--- src/rtl/scariv_lsu_issue_sched.sv ---
`default_nettype none
// ============================================================================
// Module   : scariv_lsu_issue_sched
// Brief    : LSU issue-queue ring controller: allocates at in-pointer, picks
//            oldest ready entry, retires strictly in allocation order.
// Revision : 1.0 - initial release
// ============================================================================
module scariv_lsu_issue_sched #(
  parameter int ENTRY_SIZE = 8,
  parameter int ENTRY_W    = $clog2(ENTRY_SIZE)
) (
  input  logic                  i_clk,
  input  logic                  i_reset,
  input  logic                  i_disp_valid,
  output logic                  o_disp_ready,
  output logic [ENTRY_SIZE-1:0] o_put,
  input  logic [ENTRY_SIZE-1:0] i_entry_valid,
  input  logic [ENTRY_SIZE-1:0] i_entry_ready,
  input  logic                  i_pipe_stall,
  output logic                  o_issue_valid,
  output logic [ENTRY_W-1:0]    o_issue_idx,
  output logic [ENTRY_SIZE-1:0] o_entry_picked,
  input  logic [ENTRY_SIZE-1:0] i_issue_succeeded,
  output logic [ENTRY_SIZE-1:0] o_clear_entry,
  output logic [ENTRY_SIZE-1:0] o_out_ptr_valid,
  output logic [ENTRY_W:0]      o_count,
  output logic                  o_empty
);

  localparam logic [ENTRY_W:0] C_FULL = (ENTRY_W+1)'(ENTRY_SIZE);

  logic [ENTRY_W-1:0]      r_in_ptr_q, w_in_ptr_d;
  logic [ENTRY_W-1:0]      r_out_ptr_q, w_out_ptr_d;
  logic [ENTRY_W:0]        r_count_q, w_count_d;
  logic                    w_not_full;
  logic                    w_occupied;
  logic                    w_put;
  logic                    w_retire;
  logic [ENTRY_SIZE-1:0]   w_cand;
  logic [2*ENTRY_SIZE-1:0] w_cand2;
  logic [ENTRY_SIZE-1:0]   w_rot;
  logic [ENTRY_W-1:0]      w_offset;

  assign w_not_full   = (r_count_q != C_FULL);
  assign w_occupied   = (r_count_q != '0);
  // Readiness uses the registered count only, so a same-cycle clear never frees space.
  assign o_disp_ready = i_reset | w_not_full;
  assign w_put        = i_disp_valid & w_not_full & ~i_reset;
  assign w_retire     = i_issue_succeeded[r_out_ptr_q] & w_occupied & ~i_reset;

  // Rotate candidates so the out-pointer slot becomes bit 0 (oldest first).
  assign w_cand  = i_entry_valid & i_entry_ready;
  assign w_cand2 = {w_cand, w_cand};
  assign w_rot   = w_cand2[r_out_ptr_q +: ENTRY_SIZE];

  always_comb begin
    w_offset = '0;
    for (int i = ENTRY_SIZE - 1; i >= 0; i--) begin
      if (w_rot[i]) w_offset = ENTRY_W'(i);
    end
  end

  assign o_issue_idx   = r_out_ptr_q + w_offset;
  assign o_issue_valid = (|w_cand) & ~i_pipe_stall & ~i_reset;

  always_comb begin
    o_put           = '0;
    o_clear_entry   = '0;
    o_out_ptr_valid = '0;
    o_entry_picked  = '0;
    for (int i = 0; i < ENTRY_SIZE; i++) begin
      if (w_put && (r_in_ptr_q == ENTRY_W'(i)))                o_put[i]           = 1'b1;
      if (w_retire && (r_out_ptr_q == ENTRY_W'(i)))            o_clear_entry[i]   = 1'b1;
      if (!i_reset && w_occupied && (r_out_ptr_q == ENTRY_W'(i))) o_out_ptr_valid[i] = 1'b1;
      if (o_issue_valid && (o_issue_idx == ENTRY_W'(i)))       o_entry_picked[i]  = 1'b1;
    end
  end

  assign o_count = i_reset ? '0 : r_count_q;
  assign o_empty = (o_count == '0);

  always_comb begin
    w_in_ptr_d  = r_in_ptr_q + ENTRY_W'(w_put);
    w_out_ptr_d = r_out_ptr_q + ENTRY_W'(w_retire);
    w_count_d   = r_count_q;
    case ({w_put, w_retire})
      2'b10:   w_count_d = r_count_q + 1'b1;
      2'b01:   w_count_d = r_count_q - 1'b1;
      default: w_count_d = r_count_q;
    endcase
  end

  always_ff @(posedge i_clk) begin
    if (i_reset) begin
      r_in_ptr_q  <= '0;
      r_out_ptr_q <= '0;
      r_count_q   <= '0;
    end else begin
      r_in_ptr_q  <= w_in_ptr_d;
      r_out_ptr_q <= w_out_ptr_d;
      r_count_q   <= w_count_d;
    end
  end

`ifndef SYNTHESIS
  always_ff @(posedge i_clk) begin
    if (!i_reset && (r_count_q > C_FULL)) begin
      $fatal(1, "scariv_lsu_issue_sched: occupancy count out of range");
    end
  end
`endif

endmodule
`default_nettype wire

--- config.mk ---
export PLATFORM = sky130hd
export DESIGN_NAME = scariv_lsu_issue_sched
export DESIGN_NICKNAME = d
export VERILOG_FILES = /design/src/rtl/scariv_lsu_issue_sched.sv
export SDC_FILE = /design/constraint.sdc
export NUM_CORES = 1
export LEC_CHECK = 0
export ABC_AREA = 1
export CAP_MARGIN = 20
export CORE_ASPECT_RATIO = 1.25
export CORE_MARGIN = 3
export CORE_UTILIZATION = 35
export DETAILED_ROUTE_END_ITERATION = 8
export PLACE_DENSITY = 0.71
export SETUP_SLACK_MARGIN = 0.4
export SLEW_MARGIN = 20
export SYNTH_ARGS = -nofsm -noshare
export SYNTH_HDL_FRONTEND = slang
export SYNTH_SLANG_ARGS = --single-unit
--- constraint.sdc ---
create_clock -name i_clk -period 4.7 [get_ports i_clk]
set_input_delay 0.47 -clock i_clk [delete_from_list [all_inputs] [get_ports i_clk]]
set_output_delay 0.47 -clock i_clk [all_outputs]
set_load 0.005 [all_outputs]
* Yosys cells after proc, flatten, opt, wreduce, memory -nomap -nowiden
Cells that the tools add are included.
Cells by class: shifts and indexed selects 1, $add $sub $neg 5, magnitude comparators 1, eq/ne operators 24, reductions and logical operators 41, mux-type cells 44, bitwise logic cells 10
Operators with widths (count):
- 3-bit equality test (second input constant) | 12
- 1-bit logical AND | 33
- 1-bit two-way mux | 33
- 3-bit two-way mux | 8
- 3-bit by 2-bit equality test with 1-bit output (second input constant) | 6
- 16-bit by 4-bit variable part select with 8-bit output | 1
- 3-bit by 1-bit equality test with 1-bit output (second input constant) | 3
- 3-bit logical NOT | 3
- 8-bit AND | 1
- 4-bit one-hot mux with 2 select lines | 1
- 8-bit OR reduction | 1
- 3-bit by 1-bit adder with 3-bit output | 2
- 1-bit AND | 6
- 4-bit by 1-bit adder with 4-bit output (second input constant) | 1
- 4-bit logical NOT | 1
- 3-bit by 4-bit less-than comparator with 1-bit output (second input constant) | 1
- 4-bit two-way mux | 1
- 4-bit inequality test (second input constant) | 1
- 4-bit nonzero test | 1
- 4-bit by 1-bit subtractor with 4-bit output (second input constant) | 1
- 3-bit adder | 1
- 1-bit binary-select mux with 3-bit select | 1
- 2-bit by 1-bit equality test with 1-bit output (second input constant) | 1
- 2-bit equality test (second input constant) | 1
- other kinds (4) | 5
Word-level totals: output and inout bits 42, register bits 10, bits of input ports 28, word-level logic and storage cells 129

* Longest topological paths before layout
word-level depth 14, gate-level depth with buffers 19, gate-level depth less buffers 19

* Worst setup path after synthesis
No wires, ideal clock.
path type reg-to-output, from register r_out_ptr_q[0], to output o_entry_picked[4], data required time 4.230 ns, path buffers 1, path slack 1.872 ns, arrival time 2.358 ns, cell stages (with the launch flop) 20, cells stage by stage dfxtp_1 buf_6 nand3_1 nand3_1 nand3_1 nand2_1 inv_1 nand2_1 nand2_1 nand2_1 nand2_1 a21oi_1 ha_1 inv_1 fa_1 xnor2_1 inv_1 nand2_4 nand2_4 nor2_2
Between the ends: cells in the longest elaborated chain, start to end 13
RTL lines:
- from (decl) | line 33 | logic [ENTRY_W-1:0] r_out_ptr_q, w_out_ptr_d;
- from (signal assigned) | line 100 | r_out_ptr_q <= w_out_ptr_d;
- 16-bit by 4-bit variable part select with 8-bit output | line 54 | assign w_rot = w_cand2[r_out_ptr_q +: ENTRY_SIZE];
- 3-bit two-way mux (8 in a row) | line 59 | if (w_rot[i]) w_offset = ENTRY_W'(i);
- 3-bit adder * | line 63 | assign o_issue_idx = r_out_ptr_q + w_offset;
- 3-bit equality test * | line 75 | if (o_issue_valid && (o_issue_idx == ENTRY_W'(i))) o_entry_picked[i] = 1'b1;
- 1-bit logical AND * | line 75
- 1-bit two-way mux * | line 75
- to (decl) | line 22 | output logic [ENTRY_SIZE-1:0] o_entry_picked,
Mark *: on every way between the ends. The rest lies on a longest branch, timed or not.

* Worst setup path in the final report
from input i_entry_ready[2], to output o_entry_picked[0]
Between the ends: cells in the longest elaborated chain, start to end 14, elaborated cells on any way between the ends 17, classes of those cells 1 x add/sub; 1 x shift; 9 x mux; 3 x bitwise; 3 x reduce/logical
RTL lines:
- from (decl) | line 18 | input logic [ENTRY_SIZE-1:0] i_entry_ready,
- 8-bit AND * | line 52 | assign w_cand = i_entry_valid & i_entry_ready;
- 16-bit by 4-bit variable part select with 8-bit output | line 54
- 3-bit two-way mux (8 in a row) | line 59
- 3-bit adder | line 63
- 3-bit logical NOT | line 75
- 1-bit logical AND * | line 75
- 1-bit two-way mux * | line 75
Marked as above.

==> impl_metrics.json <==
{
  "status": "finished clean",
  "place_ws_ps": 718,
  "first_iter_violations": 53,
  "syn_nets": 294,
  "synth_cell_types": 30,
  "coreArea_um2": 3880,
  "synth_edf_count": 0,
  "routed_wl_um": 4350,
  "initial_core_util_pct": 37.3,
  "nets": 362,
  "final.setup.tns_ps": 0,
  "routedWlPerCell_um": 11.5,
  "vias": 1824,
  "synth_area_um2": 1450,
  "clockPowerShare_pct": 22.0,
  "cts_setup_buffers": 0,
  "route.detailed.drc": 0,
  "cts.sinks": 10,
  "syn_avg_cell_area_um2": 5.65,
  "max_freq_ghz": 0.252,
  "gr-total-overflow": 0,
  "synthArstFlopShare_pct": 0,
  "ioPinCount": 70,
  "layout-drive-gt1-share_pct": 7.12,
  "synth_mux_area_share_pct": 0,
  "drt-pass1-iter-count": 4,
  "synth_top_area_cell": "nand2_1",
  "first_global_vias": 1768,
  "grt.total_usage_pct": 18.1,
  "clk_path_buf_depth": 2,
  "rsz0062_at_grt": "no",
  "drtAntennaViolNets": 0,
  "internal-power_mw": 0.295,
  "crit_arrival_ps": 3500,
  "endpoint_kind": "output port",
  "swShare_pct": 40.6,
  "clock_skew_ps": 2.72,
  "cp.required_ps": 4230,
  "die_h_um": 77.9,
  "layout_min_cycle_time_ps": 3970,
  "finalHoldViolations": 0,
  "finalWorstSetupSlack_ps": 727,
  "fillers": 405,
  "synth-seq-cells": 10,
  "final_util_pct": 57.2,
  "grt_antenna_before_repair": 0,
  "cts.clk_slew.worst_paths_ps": 50,
  "synth-adder-area-share_pct": 9.68,
  "cts_tree": "built",
  "yosys_warnings": 0,
  "pwr-share-seq_pct": 21.3,
  "grt_first_pass_wirelength_um": 7390,
  "worst_slew_pin_slew_ps": 472,
  "areaGrowthSynthToFinish_pct": 53.2,
  "clk_latency_ps": 240,
  "critPathMaxFanout": 5,
  "yosys.area_share.simple_pct": 53.4,
  "min_path_type": "flip-flop to flip-flop",
  "vias_per_cell": 4.84,
  "die_w_um": 63.5,
  "synth_xor_area_share_pct": 2.42,
  "peakVddDrop_uv": 157,
  "grt_max_degree": 20,
  "combPwrFrac_pct": 56.7,
  "synth_area_leaders": "nand2_1 19%, nand3_1 15%, dfxtp_1 14%",
  "switching_power_mw": 0.202,
  "total_power_mw": 0.497,
  "maxSlewHeadroom_pct": 68.5,
  "synth_common_cells": "72 x nand2_1, 42 x nand3_1, 33 x nor2_1, 31 x inv_1, 11 x a21oi_1",
  "setup_violations": 0,
  "clock-root-buffer": "clkbuf_8",
  "dp_hpwl_um": 3630,
  "synth_ff_type": "dfxtp_1",
  "synth_compound_area_share_pct": 8.12,
  "yosysTopAreaCellShare_pct": 18.7,
  "seq_area_frac_synth_pct": 13.8,
  "drv_slew": 0,
  "die_area_um2": 4950,
  "num_rows": 25,
  "cp-start-kind": "primary input",
  "min_period_over_period_pct": 84.5,
  "cts_inserted_buffers": 3,
  "syn_inst": 256,
  "htree_levels": 1,
  "synth.most_common_cell": "nand2_1",
  "port_buffers": 69,
  "p_leak_nw": 1.00,
  "diodes": 0,
  "synth_top_family_by_area": "simple AND/OR/NAND/NOR gates",
  "worstSetupPathType": "primary input to output port",
  "hold_slack_ps": 537,
  "power_density_nw_per_um2": 224,
  "maxCapViolations": 0,
  "globalplace.congestion": 0.842
}
[state kept, by name, indices dropped and copies added (netlist names)]
| signal | count |
|---|---|
| r_in_ptr_q | 3 |
| r_out_ptr_q | 3 |
| r_count_q | 4 |
[repair_timing]
action	in CTS	in global routing
hold buffers	0	0
resized for setup	0	2
setup endpoints to repair	0	9
[cells in the final DEF, fill, tap and decap left out, types with 4 or more instances in the layout]
cell type,Yosys,final
ha_1,8,8
a21oi_1,11,11
dfxtp_1,10,8
clkbuf_8,0,4
inv_1,31,31
nor2_1,33,33
nand3_1,42,42
nand4_1,5,5
o21ai_0,5,5
nor3_1,4,4
nor2_2,4,4
nand3_2,4,4
nand2_1,72,72
clkdlybuf4s50_1,0,69
xnor2_1,4,4
[layout make-up]
class                   instances  area, µm²  area share, %
clock buffers                   4       55.1           2.48
inverters                      34        128           5.76
multi-input cells             205       1070           48.1
flip-flops and latches         10        203           9.14
well taps                      54       67.6           3.05
repair buffers                 70        698           31.5
[through the flow]
step / instance area (µm²) / std cells
after floorplan: 1450 / 256
after global placement: 2160 / 373
after detailed placement: 2160 / 373
after CTS: 2210 / 377
after global routing: 2220 / 377
final: 2220 / 377
[final timing paths]
kind | start | to | slack (ps) | cells past startpoint
max | i_entry_ready[2] | o_entry_picked[0] | 730 | 18
min reg2reg | r_in_ptr_q[2] | r_in_ptr_q[2] | 540 | 2
max reg2reg | r_out_ptr_q[0] | r_count_q[3] | 1790 | 15
min | r_in_ptr_q[2] | r_in_ptr_q[2] | 540 | 2
[worst max-delay path: stages]
cell and delay, ps:
clkdlybuf4s50_1 500, nand3_1 110, nand3_1 130, nand3_1 90, nand2_1 120, nand2_1 60, nand2_1 50, nand2_1 50
nand2_1 50, nand2_1 40, a21oi_1 140, ha_1 170, inv_1 50, fa_1 370, xnor2_1 220, nand3_2 170
a21oi_1 190, clkdlybuf4s50_1 510
[metal layers]
| layer | vias to the layer above | track usage (%) | part of all wire, % |
|---|---|---|---|
| met3 | 9 | 2.46 | 4.7 |
| met5 | - | 0 | 0 |
| met4 | 0 | 7.99 | 2.3 |
| li1 | 958 | - | - |
| met1 | 802 | 19.9 | 42 |
| met2 | 55 | 33.9 | 51 |
[power by group through the flow]
stage | Sequential [mW] | Combinational, mW | Clock [mW]
after floorplan | 0.101 | 0.177 | 0
after global placement | 0.107 | 0.281 | 0
after detailed placement | 0.107 | 0.283 | 0
after CTS | 0.106 | 0.284 | 0.112
after global routing | 0.108 | 0.320 | 0.121
final | 0.106 | 0.282 | 0.109
[logic make-up (layout without fill, tap and decap cells)]
logic type / count (synthesis) / after routing
buffers and inverters: 41 / 108
AO/OA/AOI/OAI: 21 / 21
XOR/XNOR: 4 / 4
AND/OR/NAND/NOR: 170 / 170
flip-flops: 10 / 10
adder cells (fa/ha/maj): 10 / 10
Note: power is estimated with default switching activity, not from simulation.
